File: src/rtl/core_pkg.sv
// Shared definitions for the core front end: data width, fetch FSM states and
// the fixed instruction/address constants used by the fetch stage.
package core_pkg;

  localparam int XLEN = 32;

  localparam logic [XLEN-1:0] NOP_INSTR        = 32'h0000_0013;
  localparam logic [XLEN-1:0] DEFAULT_RESET_PC = 32'h0000_0000;

  typedef enum logic [1:0] {
    S_IDLE  = 2'd0,
    S_FETCH = 2'd1,
    S_HOLD  = 2'd2,
    S_KILL  = 2'd3
  } fetch_state_e;

endpackage

File: src/rtl/fetch_pc_reg.sv
// Program counter register: load of a redirect target wins over the +4
// increment; otherwise the PC holds.
module fetch_pc_reg
  import core_pkg::*;
#(
  parameter logic [XLEN-1:0] RESET_PC = DEFAULT_RESET_PC
) (
  input  logic            clk,
  input  logic            rst_n,
  input  logic            load,
  input  logic [XLEN-1:0] load_pc,
  input  logic            inc,
  output logic [XLEN-1:0] pc
);

  logic [XLEN-1:0] pc_d;
  logic [XLEN-1:0] pc_q;

  // NOTE: default assigned first so every path drives pc_d and no latch is inferred.
  always_comb begin
    pc_d = pc_q;
    if (load) begin
      pc_d = load_pc;
    end else if (inc) begin
      pc_d = pc_q + XLEN'(4);
    end
  end

  // NOTE: non-blocking assignments in clocked processes so all flops sample together.
  always_ff @(posedge clk or negedge rst_n) begin
    if (!rst_n) begin
      pc_q <= RESET_PC;
    end else begin
      pc_q <= pc_d;
    end
  end

  assign pc = pc_q;

endmodule

File: src/rtl/instr_fetch.sv
// Instruction fetch stage: PC, imem request/ack handshake, instruction register,
// stall and redirect handling. Optional FETCH_MISALIGN_TRAP_EN halts on misaligned redirects.
module instr_fetch
  import core_pkg::*;
#(
  parameter logic [XLEN-1:0] RESET_PC = DEFAULT_RESET_PC
) (
  input  logic            clk,
  input  logic            rst,
  output logic            imem_req,
  output logic [XLEN-1:0] imem_addr,
  input  logic            imem_ack,
  input  logic [XLEN-1:0] imem_rdata,
  input  logic            redirect,
  input  logic [XLEN-1:0] redirect_pc,
  input  logic            stall,
  output logic [XLEN-1:0] instr,
  output logic [XLEN-1:0] instr_pc,
  output logic [XLEN-1:0] pc_plus4,
  output logic            instr_valid,
  output logic            misalign
);

  fetch_state_e    state_q, state_d;
  logic [XLEN-1:0] instr_q, instr_d;
  logic [XLEN-1:0] instr_pc_q, instr_pc_d;
  logic            valid_q, valid_d;
  logic [XLEN-1:0] kill_addr_q, kill_addr_d;
  logic [XLEN-1:0] pc;
  logic [XLEN-1:0] tgt_pc;
  logic            pc_load;
  logic            pc_inc;
  logic            ack_v;
  logic            halt;

  fetch_pc_reg #(
    .RESET_PC (RESET_PC)
  ) u_pc (
    .clk     (clk),
    .rst_n   (rst),
    .load    (pc_load),
    .load_pc (tgt_pc),
    .inc     (pc_inc),
    .pc      (pc)
  );

  assign imem_req  = (state_q == S_FETCH) || (state_q == S_KILL);
  // The killed request must keep its address until memory answers it.
  assign imem_addr = (state_q == S_KILL) ? kill_addr_q : pc;
  assign ack_v     = imem_ack & imem_req;
  assign tgt_pc    = redirect_pc & ~XLEN'(3);

`ifdef FETCH_MISALIGN_TRAP_EN
  logic misalign_q, misalign_d;
  assign halt     = misalign_q;
  assign misalign = misalign_q;
`else
  assign halt     = 1'b0;
  assign misalign = 1'b0;
`endif

  always_comb begin
    state_d     = state_q;
    instr_d     = instr_q;
    instr_pc_d  = instr_pc_q;
    valid_d     = valid_q;
    kill_addr_d = kill_addr_q;
    pc_load     = 1'b0;
    pc_inc      = 1'b0;
`ifdef FETCH_MISALIGN_TRAP_EN
    misalign_d  = misalign_q;
`endif

    case (state_q)
      S_IDLE: begin
        if (!halt) state_d = S_FETCH;
      end
      S_FETCH: begin
        if (ack_v) begin
          instr_d    = imem_rdata;
          instr_pc_d = pc;
          valid_d    = 1'b1;
          pc_inc     = 1'b1;
          state_d    = stall ? S_HOLD : S_FETCH;
        end else if (valid_q && !stall) begin
          valid_d = 1'b0;
        end
      end
      S_HOLD: begin
        if (!stall) begin
          valid_d = 1'b0;
          state_d = S_FETCH;
        end
      end
      S_KILL: begin
        if (ack_v) state_d = S_FETCH;
      end
      default: state_d = S_IDLE;
    endcase

    // Redirect overrides everything above; an in-flight request is drained in S_KILL.
    if (redirect) begin
      pc_load = 1'b1;
      pc_inc  = 1'b0;
      valid_d = 1'b0;
      instr_d = NOP_INSTR;
      if (state_q == S_FETCH && !ack_v) begin
        state_d     = S_KILL;
        kill_addr_d = pc;
      end else if (state_q != S_KILL) begin
        state_d = S_FETCH;
      end
    end

`ifdef FETCH_MISALIGN_TRAP_EN
    if (redirect && (redirect_pc[1:0] != 2'b00)) begin
      misalign_d = 1'b1;
      state_d    = S_IDLE;
    end
    if (misalign_q) state_d = S_IDLE;
`endif
  end

  always_ff @(posedge clk or negedge rst) begin
    if (!rst) begin
      state_q     <= S_IDLE;
      instr_q     <= NOP_INSTR;
      instr_pc_q  <= '0;
      valid_q     <= 1'b0;
      kill_addr_q <= RESET_PC;
`ifdef FETCH_MISALIGN_TRAP_EN
      misalign_q  <= 1'b0;
`endif
    end else begin
      state_q     <= state_d;
      instr_q     <= instr_d;
      instr_pc_q  <= instr_pc_d;
      valid_q     <= valid_d;
      kill_addr_q <= kill_addr_d;
`ifdef FETCH_MISALIGN_TRAP_EN
      misalign_q  <= misalign_d;
`endif
    end
  end

  assign instr       = valid_q ? instr_q : NOP_INSTR;
  assign instr_pc    = instr_pc_q;
  assign pc_plus4    = instr_pc_q + XLEN'(4);
  assign instr_valid = valid_q;

endmodule

File: config.mk
export PLATFORM = sky130hd
export DESIGN_NAME = instr_fetch
export DESIGN_NICKNAME = d
export VERILOG_FILES = /design/src/rtl/core_pkg.sv /design/src/rtl/fetch_pc_reg.sv /design/src/rtl/instr_fetch.sv
export SDC_FILE = /design/constraint.sdc
export NUM_CORES = 1
export LEC_CHECK = 0
export CORE_MARGIN = 4
export CORE_UTILIZATION = 40
export CTS_CLUSTER_DIAMETER = 50
export DETAILED_ROUTE_END_ITERATION = 7
export GPL_ROUTABILITY_DRIVEN = 0
export PLACE_DENSITY = 0.75
export SYNTH_ARGS = -nofsm -noshare
export SYNTH_HDL_FRONTEND = slang
export SYNTH_SLANG_ARGS = --single-unit
File: constraint.sdc
create_clock -name clk -period 2.44 [get_ports clk]
set_input_delay 0.488 -clock clk [delete_from_list [all_inputs] [get_ports clk]]
set_output_delay 0.488 -clock clk [all_outputs]
set_load 0.005 [all_outputs]
==> flow_metrics.py <==
metrics = {
    "logic_synthesis": {
        "synth-seq-area-share_pct": 47.8,
        "ys_ff_latch": 125,
        "async_flop_share_pct": 100,
        "netlist_instances": 701,
        "ys_warn_count": 0,
        "syn_avg_cell_area_um2": 9.35,
        "synth_cell_type_count": 46,
        "syn-cell-area_um2": 6550,
        "synth_edf_count": 0,
        "synthFlopType": "dfrtp_1",
    },
    "clock_tree": {
        "worstSkewPairLatency_ps": 420,
        "clock-sinks": 125,
        "cts_hold_buf": 0,
        "ctsLongestPathBuffers": 2,
        "path_clk_slew_ps": 50,
        "htree_num_levels": 4,
        "cts_root_buf": "clkbuf_16",
        "cts_buffers": 17,
        "cts_tree": "yes",
    },
    "power_and_ir_drop": {
        "pwr_density_cell_nw_per_um2": 724,
        "finalPower_w": 0.00710,
        "internal-power_w": 0.00509,
        "power_switching_w": 0.00202,
        "p_leak_nw": 4.35,
        "peakVddDrop_v": 0.000502,
        "switching_share_pct": 28.4,
        "clockPowerShare_pct": 34.2,
        "combPwrFrac_pct": 28.1,
        "p_seq_share_pct": 37.7,
    },
    "floorplan": {
        "ios": 200,
        "die_h_um": 136,
        "num_rows": 46,
        "die_w_um": 136,
        "initial_core_util_pct": 41.1,
        "coreArea_um2": 15900,
        "die_area_um2": 18500,
    },
    "finish": {
        "seq_area_um2": 3130,
        "diodes": 0,
        "layout_common_cells": "nand2_1, clkdlybuf4s50_1, dfrtp_1",
        "final_layout_size_suffix_gt1_share_pct": 22.6,
        "synthToLayoutAreaGrowth_pct": 49.7,
        "mostFrequentLayoutCell": "nand2_1",
        "final_nets": 1010,
        "stdcell_area_um2": 9810,
        "multi_input_area_um2": 3310,
        "fillers": 1352,
    },
    "sta": {
        "max-slew-margin-rel_pct": 66.6,
        "timing.final.ws_setup_ps": -102,
        "hold_violations": 0,
        "final.min_clock_period_ps": 2540,
        "finClkSkew_ps": 5.19,
        "fin_crit_sh_pct": 104,
        "worst_slew_pin_slew_ps": 501,
        "final-setup-viol-count": 7,
        "rsz0062_at_grt": "true",
        "max_freq_mhz": 393,
        "holdWs_ps": 33.1,
        "slew_violations": 0,
    },
    "global_routing": {
        "grt_overflow": 0,
        "grt_max_degree": 65,
        "grt_pass1_vias": 5972,
        "grt_pass1_wl_um": 31500,
        "antenna_found_initial": 0,
        "grtUsageTotal_pct": 22.0,
    },
    "critical_path": {
        "critical_path_required_ps": 1950,
        "start_kind": "flip-flop",
        "cp_top_family": "simple AND/OR/NAND/NOR gates",
        "crit_chain": "ha_2 -> nand4_1 -> nor3_2 -> buf_4 -> buf_6 -> nand4_1 -> xnor2_1 -> buf_2",
        "cp_slowest_stage_delay_ps": 370,
        "critPathMaxFanout": 3,
        "worstPathArrival_ps": 2050,
        "worstPathBufferInverterCount": 3,
        "endpoint_kind": "output port",
        "path_common_cell": "nand4_1",
        "criticalPathCategory": "flip-flop to output port",
        "crit_path_top_delay_cell": "dfrtp_1",
    },
    "run": {
        "cap_violations": 0,
    },
    "routing": {
        "final_antenna_net_count": 0,
        "drc_errors": 0,
        "num_vias": 6062,
        "drt_wl_total_um": 20400,
        "viasPerCell": 5.19,
        "avgRoutedWirePerCell_um": 17.5,
        "dr.pass1.iters": 5,
        "drt-initial-drc-count": 471,
    },
    "placed_design": {
        "pre_cts_ws_ps": -10.1,
        "io_buffers": 190,
        "placed_area_um2": 8920,
        "hpwlAfterDp_um": 13900,
    },
    "min_path": {
        "min_path_type": "input port to asynchronous set/reset pin",
    },
    "run_status": {
        "status": "finished with violations",
        "violations": "negative setup slack",
    },
}
-- cell families (layout without fill, tap and decap cells) --
logic type,Yosys count,after routing,share of synthesized area [%]
flops,125,125,47.8
simple gates,329,329,24.2
compound gates,84,84,7.48
buf+inv,59,303,4.28
xor+xnor,39,39,5.21
fa+ha+maj,2,2,0.382
mux,62,62,10.6
other cells,1,7,0.0572
-- cell usage after synthesis (3+ instances only) --
library cell  number  area (um^2)
or4_1             13         97.6
nand3_1           23          115
and2_1            31          194
nor4_1             3         18.8
buf_4              7         52.6
and3_1             8         50.1
nor3_1             4         20.0
inv_1              5         18.8
and4_1             5         43.8
dfrtp_1          122         3050
nor2_1            22         82.6
nand2b_1           5         31.3
o31a_1             3         26.3
xnor2_1           24          210
or3_1              4         25.0
a31oi_1           15         93.8
buf_1              3         11.3
o31ai_1           12         90.1
buf_2             13         65.1
xor2_1            15          131
mux2_2            60          676
o21ai_0           20          100
nand2_1          181          679
a21oi_1           30          150
dfstp_2            3         78.8
clkbuf_1          27          101
nand4_1           20          125
-- flip-flops by register name, indices dropped and copies added, names as in the netlist --
| register | flops |
|---|---|
| kill_addr_q | 30 |
| instr_pc | 30 |
| instr_valid | 1 |
| state_q | 2 |
| u_pc.pc | 30 |
| instr_q | 32 |
-- what timing repair did --
item                       in CTS  in global routing
resized for setup             118                 43
pin swaps                      19                 30
gates cloned                    3                  0
setup buffers                  13                  9
setup endpoints to repair      55                 29
-- layout make-up --
cell class | count | area share (%)
clock buffer | 24 | 4.81
clock inverter | 7 | 0.906
inverter | 6 | 0.230
multi-input combinational | 523 | 33.7
sequential | 125 | 32.0
tap | 216 | 2.76
timing repair buffer | 266 | 25.6
-- path summary, 6_finish.rpt --
| kind | start | endpoint | slack [ps] | depth (start not counted) |
|---|---|---|---|---|
| hold reg to reg | instr_q[1] | instr_q[1] | 490 | 2 |
| hold / removal | rst | instr_q[13] | 30 | 1 |
| setup reg to reg | u_pc.pc[2] | u_pc.pc[26] | 390 | 6 |
| setup / recovery | instr_pc[2] | pc_plus4[28] | -100 | 8 |
| max in group asynchronous | rst | state_q[1] | 1620 | 2 |
| min in group clk | redirect | instr_valid | 440 | 2 |
-- metal layers --
metal / GRT usage (%) / part of all wire (%) / vias to the layer above / routed length, um
met5: 0 / 0 / - / 0
met4: 7.61 / 2.4 / 0 / 493
met3: 5.81 / 7.4 / 34 / 1520
met2: 36.7 / 48 / 218 / 9860
met1: 27.6 / 42 / 2939 / 8540
li1: - / - / 2871 / -
-- worst register-to-register path, stage by stage, from the launching register on --
cell     delay [ps]
dfrtp_1         450
ha_1            180
and4b_1         200
buf_4           180
nand4_2         240
or4_1           530
a31oi_1         170
-- power groups by stage --
stage                     sequential, W  combinational, W  clock [W]
final                           0.00268           0.00200    0.00243
after global placement          0.00267           0.00198          0
after global routing            0.00273           0.00217    0.00257
after detailed placement        0.00269           0.00201          0
after floorplan                 0.00268          0.000789          0
after CTS                       0.00267           0.00197    0.00247
-- through the flow --
stage	setup TNS, ps	instances	util [%]
after floorplan	0	707	-
after global placement	0	1112	56.0
after detailed placement	-10.1	1112	56.0
after CTS	-881	1158	60.5
after global routing	-1990	1167	61.5
final	-372	1167	61.5
(Power assumes the default switching activity.)
